$ cat config.mk
export PLATFORM = sky130hd
export DESIGN_NAME = mul_cell_arbiter_flat
export DESIGN_NICKNAME = d
export VERILOG_FILES = /design/src/rtl/mul_cell_arbiter_if.sv /design/src/rtl/mul_cell_arbiter.sv /design/src/flat_wrapper.sv
export SDC_FILE = /design/constraint.sdc
export NUM_CORES = 1
export LEC_CHECK = 0
export CAP_MARGIN = 0
export CORE_ASPECT_RATIO = 1.75
export CORE_UTILIZATION = 50
export CTS_BUF_LIST = sky130_fd_sc_hd__clkbuf_8
export DETAILED_ROUTE_END_ITERATION = 8
export DONT_BUFFER_PORTS = 1
export GPL_ROUTABILITY_DRIVEN = 1
export GPL_TIMING_DRIVEN = 0
export PLACE_DENSITY = 0.75
export SLEW_MARGIN = 40
export SYNTH_ARGS = -nofsm -noshare
export SYNTH_HDL_FRONTEND = slang
export SYNTH_SLANG_ARGS = --single-unit
$ cat constraint.sdc
create_clock -name clk -period 12.61 [get_ports clk]
set_input_delay 2.522 -clock clk [delete_from_list [all_inputs] [get_ports clk]]
set_output_delay 2.522 -clock clk [all_outputs]
set_load 0.05 [all_outputs]
$ cat src/rtl/mul_cell_arbiter_if.sv
// rtl/mul_cell_arbiter_if.sv - requester, response and multiply-cell signals of mul_cell_arbiter
interface mul_cell_arbiter_if #(
  parameter int DATA_W = 32
);
  logic              req0_valid;
  logic              req0_ready;
  logic [DATA_W-1:0] req0_src1;
  logic [DATA_W-1:0] req0_src2;
  logic              resp0_valid;
  logic              resp0_ready;
  logic [DATA_W-1:0] resp0_result;
  logic              req1_valid;
  logic              req1_ready;
  logic [DATA_W-1:0] req1_src1;
  logic [DATA_W-1:0] req1_src2;
  logic              resp1_valid;
  logic              resp1_ready;
  logic [DATA_W-1:0] resp1_result;
  logic [DATA_W-1:0] mul_src1;
  logic [DATA_W-1:0] mul_src2;
  logic [DATA_W-1:0] mul_result;
  logic              busy;

  modport slave (
    input  req0_valid, req0_src1, req0_src2, resp0_ready,
    input  req1_valid, req1_src1, req1_src2, resp1_ready,
    input  mul_result,
    output req0_ready, resp0_valid, resp0_result,
    output req1_ready, resp1_valid, resp1_result,
    output mul_src1, mul_src2, busy
  );

  modport master (
    output req0_valid, req0_src1, req0_src2, resp0_ready,
    output req1_valid, req1_src1, req1_src2, resp1_ready,
    output mul_result,
    input  req0_ready, resp0_valid, resp0_result,
    input  req1_ready, resp1_valid, resp1_result,
    input  mul_src1, mul_src2, busy
  );
endinterface

$ cat src/rtl/mul_cell_arbiter.sv
// rtl/mul_cell_arbiter.sv - round-robin, credit-gated sharing of one pipelined multiply cell
// between two requesters, with a tag pipeline steering results into per-requester FIFOs.
module mul_cell_arbiter #(
  parameter int DATA_W      = 32,
  parameter int MUL_LATENCY = 1,
  parameter int RESP_DEPTH  = 2
) (
  input logic             clk,
  input logic             reset,
  mul_cell_arbiter_if.slave bus
);
  localparam int PTR_W = (RESP_DEPTH > 1) ? $clog2(RESP_DEPTH) : 1;
  localparam int CNT_W = $clog2(RESP_DEPTH + 1);
  localparam int INF_W = $clog2(MUL_LATENCY + 1);

  logic                   prio_q, prio_d;
  logic [MUL_LATENCY-1:0] tag_vld_q, tag_vld_d;
  logic [MUL_LATENCY-1:0] tag_id_q, tag_id_d;
  logic [DATA_W-1:0]      mem_q [2][RESP_DEPTH];
  logic [DATA_W-1:0]      mem_d [2][RESP_DEPTH];
  logic [PTR_W-1:0]       wr_ptr_q [2], wr_ptr_d [2];
  logic [PTR_W-1:0]       rd_ptr_q [2], rd_ptr_d [2];
  logic [CNT_W-1:0]       cnt_q [2], cnt_d [2];
  logic                   busy_q, busy_d;

  logic [1:0]       req_valid, resp_ready, credit, elig, gnt, push, pop;
  logic [INF_W-1:0] inflight [2];

  assign req_valid  = {bus.req1_valid, bus.req0_valid};
  assign resp_ready = {bus.resp1_ready, bus.resp0_ready};

  function automatic logic [PTR_W-1:0] ptr_inc(input logic [PTR_W-1:0] p);
    return (int'(p) == RESP_DEPTH - 1) ? '0 : p + PTR_W'(1);
  endfunction

  // Credit uses registered counts only, so a pop frees a slot one cycle later.
  always_comb begin
    inflight[0] = '0;
    inflight[1] = '0;
    credit      = '0;
    push        = '0;
    pop         = '0;
    for (int s = 0; s < MUL_LATENCY; s++) begin
      if (tag_vld_q[s]) begin
        inflight[tag_id_q[s]] = inflight[tag_id_q[s]] + INF_W'(1);
      end
    end
    for (int i = 0; i < 2; i++) begin
      credit[i] = (int'(cnt_q[i]) + int'(inflight[i])) < RESP_DEPTH;
      pop[i]    = (cnt_q[i] != '0) && resp_ready[i];
      push[i]   = tag_vld_q[MUL_LATENCY-1] && (int'(tag_id_q[MUL_LATENCY-1]) == i);
    end
    elig = req_valid & credit & {2{~reset}};
    if (elig == 2'b11) begin
      gnt = prio_q ? 2'b10 : 2'b01;
    end else begin
      gnt = elig;
    end
    prio_d = prio_q;
    if (gnt[0]) begin
      prio_d = 1'b1;
    end else if (gnt[1]) begin
      prio_d = 1'b0;
    end
  end

  always_comb begin
    tag_vld_d    = '0;
    tag_id_d     = '0;
    tag_vld_d[0] = |gnt;
    tag_id_d[0]  = gnt[1];
    for (int s = 1; s < MUL_LATENCY; s++) begin
      tag_vld_d[s] = tag_vld_q[s-1];
      tag_id_d[s]  = tag_id_q[s-1];
    end
    mem_d    = mem_q;
    wr_ptr_d = wr_ptr_q;
    rd_ptr_d = rd_ptr_q;
    cnt_d    = cnt_q;
    for (int i = 0; i < 2; i++) begin
      if (push[i]) begin
        mem_d[i][wr_ptr_q[i]] = bus.mul_result;
        wr_ptr_d[i]           = ptr_inc(wr_ptr_q[i]);
      end
      if (pop[i]) begin
        rd_ptr_d[i] = ptr_inc(rd_ptr_q[i]);
      end
      case ({push[i], pop[i]})
        2'b10:   cnt_d[i] = cnt_q[i] + CNT_W'(1);
        2'b01:   cnt_d[i] = cnt_q[i] - CNT_W'(1);
        default: cnt_d[i] = cnt_q[i];
      endcase
    end
    busy_d = (|tag_vld_d) | (cnt_d[0] != '0) | (cnt_d[1] != '0);
  end

  always_ff @(posedge clk or posedge reset) begin
    if (reset) begin
      prio_q    <= 1'b0;
      tag_vld_q <= '0;
      tag_id_q  <= '0;
      mem_q     <= '{default: '0};
      wr_ptr_q  <= '{default: '0};
      rd_ptr_q  <= '{default: '0};
      cnt_q     <= '{default: '0};
      busy_q    <= 1'b0;
    end else begin
      prio_q    <= prio_d;
      tag_vld_q <= tag_vld_d;
      tag_id_q  <= tag_id_d;
      mem_q     <= mem_d;
      wr_ptr_q  <= wr_ptr_d;
      rd_ptr_q  <= rd_ptr_d;
      cnt_q     <= cnt_d;
      busy_q    <= busy_d;
    end
  end

  assign bus.req0_ready   = gnt[0];
  assign bus.req1_ready   = gnt[1];
  assign bus.mul_src1     = gnt[1] ? bus.req1_src1 : (gnt[0] ? bus.req0_src1 : '0);
  assign bus.mul_src2     = gnt[1] ? bus.req1_src2 : (gnt[0] ? bus.req0_src2 : '0);
  assign bus.resp0_valid  = cnt_q[0] != '0;
  assign bus.resp1_valid  = cnt_q[1] != '0;
  assign bus.resp0_result = mem_q[0][rd_ptr_q[0]];
  assign bus.resp1_result = mem_q[1][rd_ptr_q[1]];
  assign bus.busy         = busy_q;

  for (genvar g = 0; g < 2; g++) begin : g_ovf
    a_no_overflow: assert property (@(posedge clk) disable iff (reset)
      !(push[g] && !pop[g] && (int'(cnt_q[g]) == RESP_DEPTH)));
  end
endmodule

$ cat src/flat_wrapper.sv
// flat-port wrapper written by rule: the top's interface ports become plain ports
module mul_cell_arbiter_flat 
#(
  parameter int DATA_W      = 32,
  parameter int MUL_LATENCY = 1,
  parameter int RESP_DEPTH  = 2
)
  (clk, reset, bus_req0_valid, bus_req0_src1, bus_req0_src2, bus_resp0_ready, bus_req1_valid, bus_req1_src1, bus_req1_src2, bus_resp1_ready, bus_mul_result, bus_req0_ready, bus_resp0_valid, bus_resp0_result, bus_req1_ready, bus_resp1_valid, bus_resp1_result, bus_mul_src1, bus_mul_src2, bus_busy);
  mul_cell_arbiter_if #(.DATA_W(DATA_W)) bus_i ();
  input logic clk;
  input logic reset;
  input wire logic [$bits(bus_i.req0_valid)-1:0] bus_req0_valid;
  input wire logic [$bits(bus_i.req0_src1)-1:0] bus_req0_src1;
  input wire logic [$bits(bus_i.req0_src2)-1:0] bus_req0_src2;
  input wire logic [$bits(bus_i.resp0_ready)-1:0] bus_resp0_ready;
  input wire logic [$bits(bus_i.req1_valid)-1:0] bus_req1_valid;
  input wire logic [$bits(bus_i.req1_src1)-1:0] bus_req1_src1;
  input wire logic [$bits(bus_i.req1_src2)-1:0] bus_req1_src2;
  input wire logic [$bits(bus_i.resp1_ready)-1:0] bus_resp1_ready;
  input wire logic [$bits(bus_i.mul_result)-1:0] bus_mul_result;
  output wire logic [$bits(bus_i.req0_ready)-1:0] bus_req0_ready;
  output wire logic [$bits(bus_i.resp0_valid)-1:0] bus_resp0_valid;
  output wire logic [$bits(bus_i.resp0_result)-1:0] bus_resp0_result;
  output wire logic [$bits(bus_i.req1_ready)-1:0] bus_req1_ready;
  output wire logic [$bits(bus_i.resp1_valid)-1:0] bus_resp1_valid;
  output wire logic [$bits(bus_i.resp1_result)-1:0] bus_resp1_result;
  output wire logic [$bits(bus_i.mul_src1)-1:0] bus_mul_src1;
  output wire logic [$bits(bus_i.mul_src2)-1:0] bus_mul_src2;
  output wire logic [$bits(bus_i.busy)-1:0] bus_busy;
  assign bus_i.req0_valid = bus_req0_valid;
  assign bus_i.req0_src1 = bus_req0_src1;
  assign bus_i.req0_src2 = bus_req0_src2;
  assign bus_i.resp0_ready = bus_resp0_ready;
  assign bus_i.req1_valid = bus_req1_valid;
  assign bus_i.req1_src1 = bus_req1_src1;
  assign bus_i.req1_src2 = bus_req1_src2;
  assign bus_i.resp1_ready = bus_resp1_ready;
  assign bus_i.mul_result = bus_mul_result;
  assign bus_req0_ready = bus_i.req0_ready;
  assign bus_resp0_valid = bus_i.resp0_valid;
  assign bus_resp0_result = bus_i.resp0_result;
  assign bus_req1_ready = bus_i.req1_ready;
  assign bus_resp1_valid = bus_i.resp1_valid;
  assign bus_resp1_result = bus_i.resp1_result;
  assign bus_mul_src1 = bus_i.mul_src1;
  assign bus_mul_src2 = bus_i.mul_src2;
  assign bus_busy = bus_i.busy;
  mul_cell_arbiter #(.DATA_W(DATA_W), .MUL_LATENCY(MUL_LATENCY), .RESP_DEPTH(RESP_DEPTH)) u_core (.clk(clk), .reset(reset), .bus(bus_i));
endmodule
==> metrics.cfg <==
[critical_path]
crit_slowest_cell=a22o_1
path_class=in2out
cp_common_cell=buf_4
worst-path-max-fanout=10
path_buf_inv=2
start_kind=input pin
cp-end-kind=output port
worstPathRequired_ns=10.09
cp.arrival_ns=4.00
crit_chain=nor2_1 > and3_1 > a21oi_1 > buf_4 > buf_4 > a22o_1
crit_family=compound AO/OA/AOI/OAI gates
max_stage_delay_ns=0.59

[synth]
synth.distinct_cells=27
syn_inst=471
yosysSeqAreaShare_pct=52.2
netlist_area_sq_mm=0.00671
syn-mean-instance-area_sq_um=14.2
synth-main-ff-cell=dfrtp_1
synth_edf_count=0
synthArstFlopShare_pct=100
synth.ff_latch_count=140
ys_warn_count=0
syn_nets=639

[timing]
finalCriticalPeriod_ns=6.53
worstMarginPinSlew_ns=0.695
whs_ns=0.499
fin_crit_sh_pct=51.8
hold_viol_final=0
rsz0062_at_grt=false
max_freq_mhz=153
skew_ns=0.0141
relSlewSlack_pct=53.8
maxSlewViolCount=0
tns_ns=0
finalSetupViolations=0
layout_setup_ws_ns=6.08

[power]
pwr-share-seq_pct=30.9
power_switching_mw=1.34
switching_share_pct=51.6
power.density_mw_per_mm2=353
internal_power_mw=1.25
power_leakage_nw=3.14
irDropWorstVdd_mv=0.213
p_comb_share_pct=55.5
power.share.clock_pct=13.7

[drt]
ant_nets=0
wire_per_inst_um=30.6
wl_mm=20.7
post-route-drc-count=0
drt_pass1_iterations=4
drt_iter0_markers=185
routed_via_density=6.21
vias=4211

[layout]
design_area_sq_mm=0.00736
drive_gt1_share_pct=51.0
final_cell_mix=mux2_2, dfrtp_1, a22o_1
fin_util_pct=56.6
fill_cells=1045
nets=659
final_common_cell=mux2_2
syn2layout_area_growth_pct=9.60

[placed_design]
pre_cts_slack_ns=6.11
hpwl_mm=16.6
gp_congestion=0.805
port_buffers=0
dpl_cell_area_sq_mm=0.00696

[job]
drv_cap=0

[grt]
grt_use_total_pct=30.6
antenna_found_initial=5
grt_first_pass_wirelength_mm=28.9
grt_pass1_vias=4357
grt_max_degree=88
overflow=0

[floorplanning]
rows=55
core-area_sq_mm=0.0130
dieArea_sq_mm=0.0139
die_h_um=155
ios=299
start_util_pct=51.6
fp.dieW_um=89.6

[cts]
clockRootBuffer=clkbuf_8
numCtsBuffers=17
numClockSinks=140
cts_tree=built
hold_buffers=0
clkLatencyLatePin_ns=0.44
clk_pin_slew_ns=0.09
postCtsSetupRepairBufs=0
cts_buffer_depth=2
htree_num_levels=4
cts_repair_resize_count=0

[run_status]
status=finished, final reports clean

[worst_hold_path]
min_path_type=reg2reg

-- state kept, by name, indices dropped and copies added, names as in the netlist --
signal and flops:
u_core.bus.busy 1, u_core.cnt_q 4, u_core.mem_q 128, u_core.prio_q 1, u_core.rd_ptr_q 2, u_core.tag_id_q 1, u_core.tag_vld_q 1, u_core.wr_ptr_q 2
-- synthesized netlist by cell type, types with 2 or more instances --
cell	n	share of area (%)
nand2_1	4	0.22
buf_4	7	0.78
mux2_2	187	31
mux2_4	3	0.67
mux2_1	2	0.34
nand3b_1	2	0.22
ha_1	2	0.37
or2_2	2	0.19
and2_1	2	0.19
xor2_1	4	0.52
nand3_1	4	0.30
clkbuf_1	5	0.28
a22o_1	64	8.4
buf_6	4	0.67
xnor2_1	5	0.65
nor2_1	6	0.34
dfrtp_1	140	52
buf_2	19	1.4
-- path summary, 6_finish.rpt --
| kind | depth (start not counted) | start | slack (ns) | end |
|---|---|---|---|---|
| max in group asynchronous | 2 | reset | 9.92 | u_core.mem_q[77] |
| min in group asynchronous | 1 | reset | 1.94 | u_core.mem_q[121] |
| worst min-delay path | 1 | u_core.mem_q[120] | 0.50 | u_core.mem_q[120] |
| worst max register to register | 7 | u_core.cnt_q[2] | 10.24 | u_core.bus.busy |
| worst max-delay path | 6 | reset | 6.08 | bus_mul_src2[6] |
| worst min register to register | 1 | u_core.mem_q[120] | 0.50 | u_core.mem_q[120] |
-- metrics by stage --
step | total power [mW] | std cells
6_report | 2.59 | 678
5_1_grt | 2.70 | 678
4_1_cts | 2.60 | 675
2_1_floorplan | 2.07 | 471
3_5_place_dp | 2.25 | 643
3_3_place_gp | 2.21 | 642
-- kinds of logic after synthesis --
group / after synthesis / share of synthesized area (%)
buffers and inverters: 36 / 3.21
DFF: 140 / 52.2
AOI/OAI and AO/OA: 66 / 8.54
and+or+nand+nor: 26 / 2.13
xor gates and xnor gates: 9 / 1.17
adders and majority gates: 2 / 0.373
muxes: 192 / 32.4
-- power by group through the flow --
stage               clock, mW  sequential, mW  combinational (mW)
floorplan                   0           0.764                1.30
global placement            0           0.784                1.42
detailed placement          0           0.803                1.44
CTS                     0.360           0.797                1.45
global route            0.380           0.828                1.49
finish                  0.354           0.800                1.44
-- layout make-up --
type	count	area, sq um	share of cell area, %
buffer	35	211	2.87
multi-input combinational	295	2990	40.7
tap	171	214	2.91
inverter	1	11.3	0.153
clock inverter	15	154	2.09
sequential	140	3500	47.6
timing repair buffer	1	27.5	0.374
antenna	3	7.51	0.102
clock buffer	17	234	3.18
-- per-layer routing --
layer	wire, um	GRT usage [%]	up-vias
li1	-	-	1792
met1	7340	33.9	2178
met2	11300	52.6	208
met3	1630	10.8	29
met4	447	11.6	4
met5	32	0	-
Note: power is estimated with default switching activity, not from simulation.
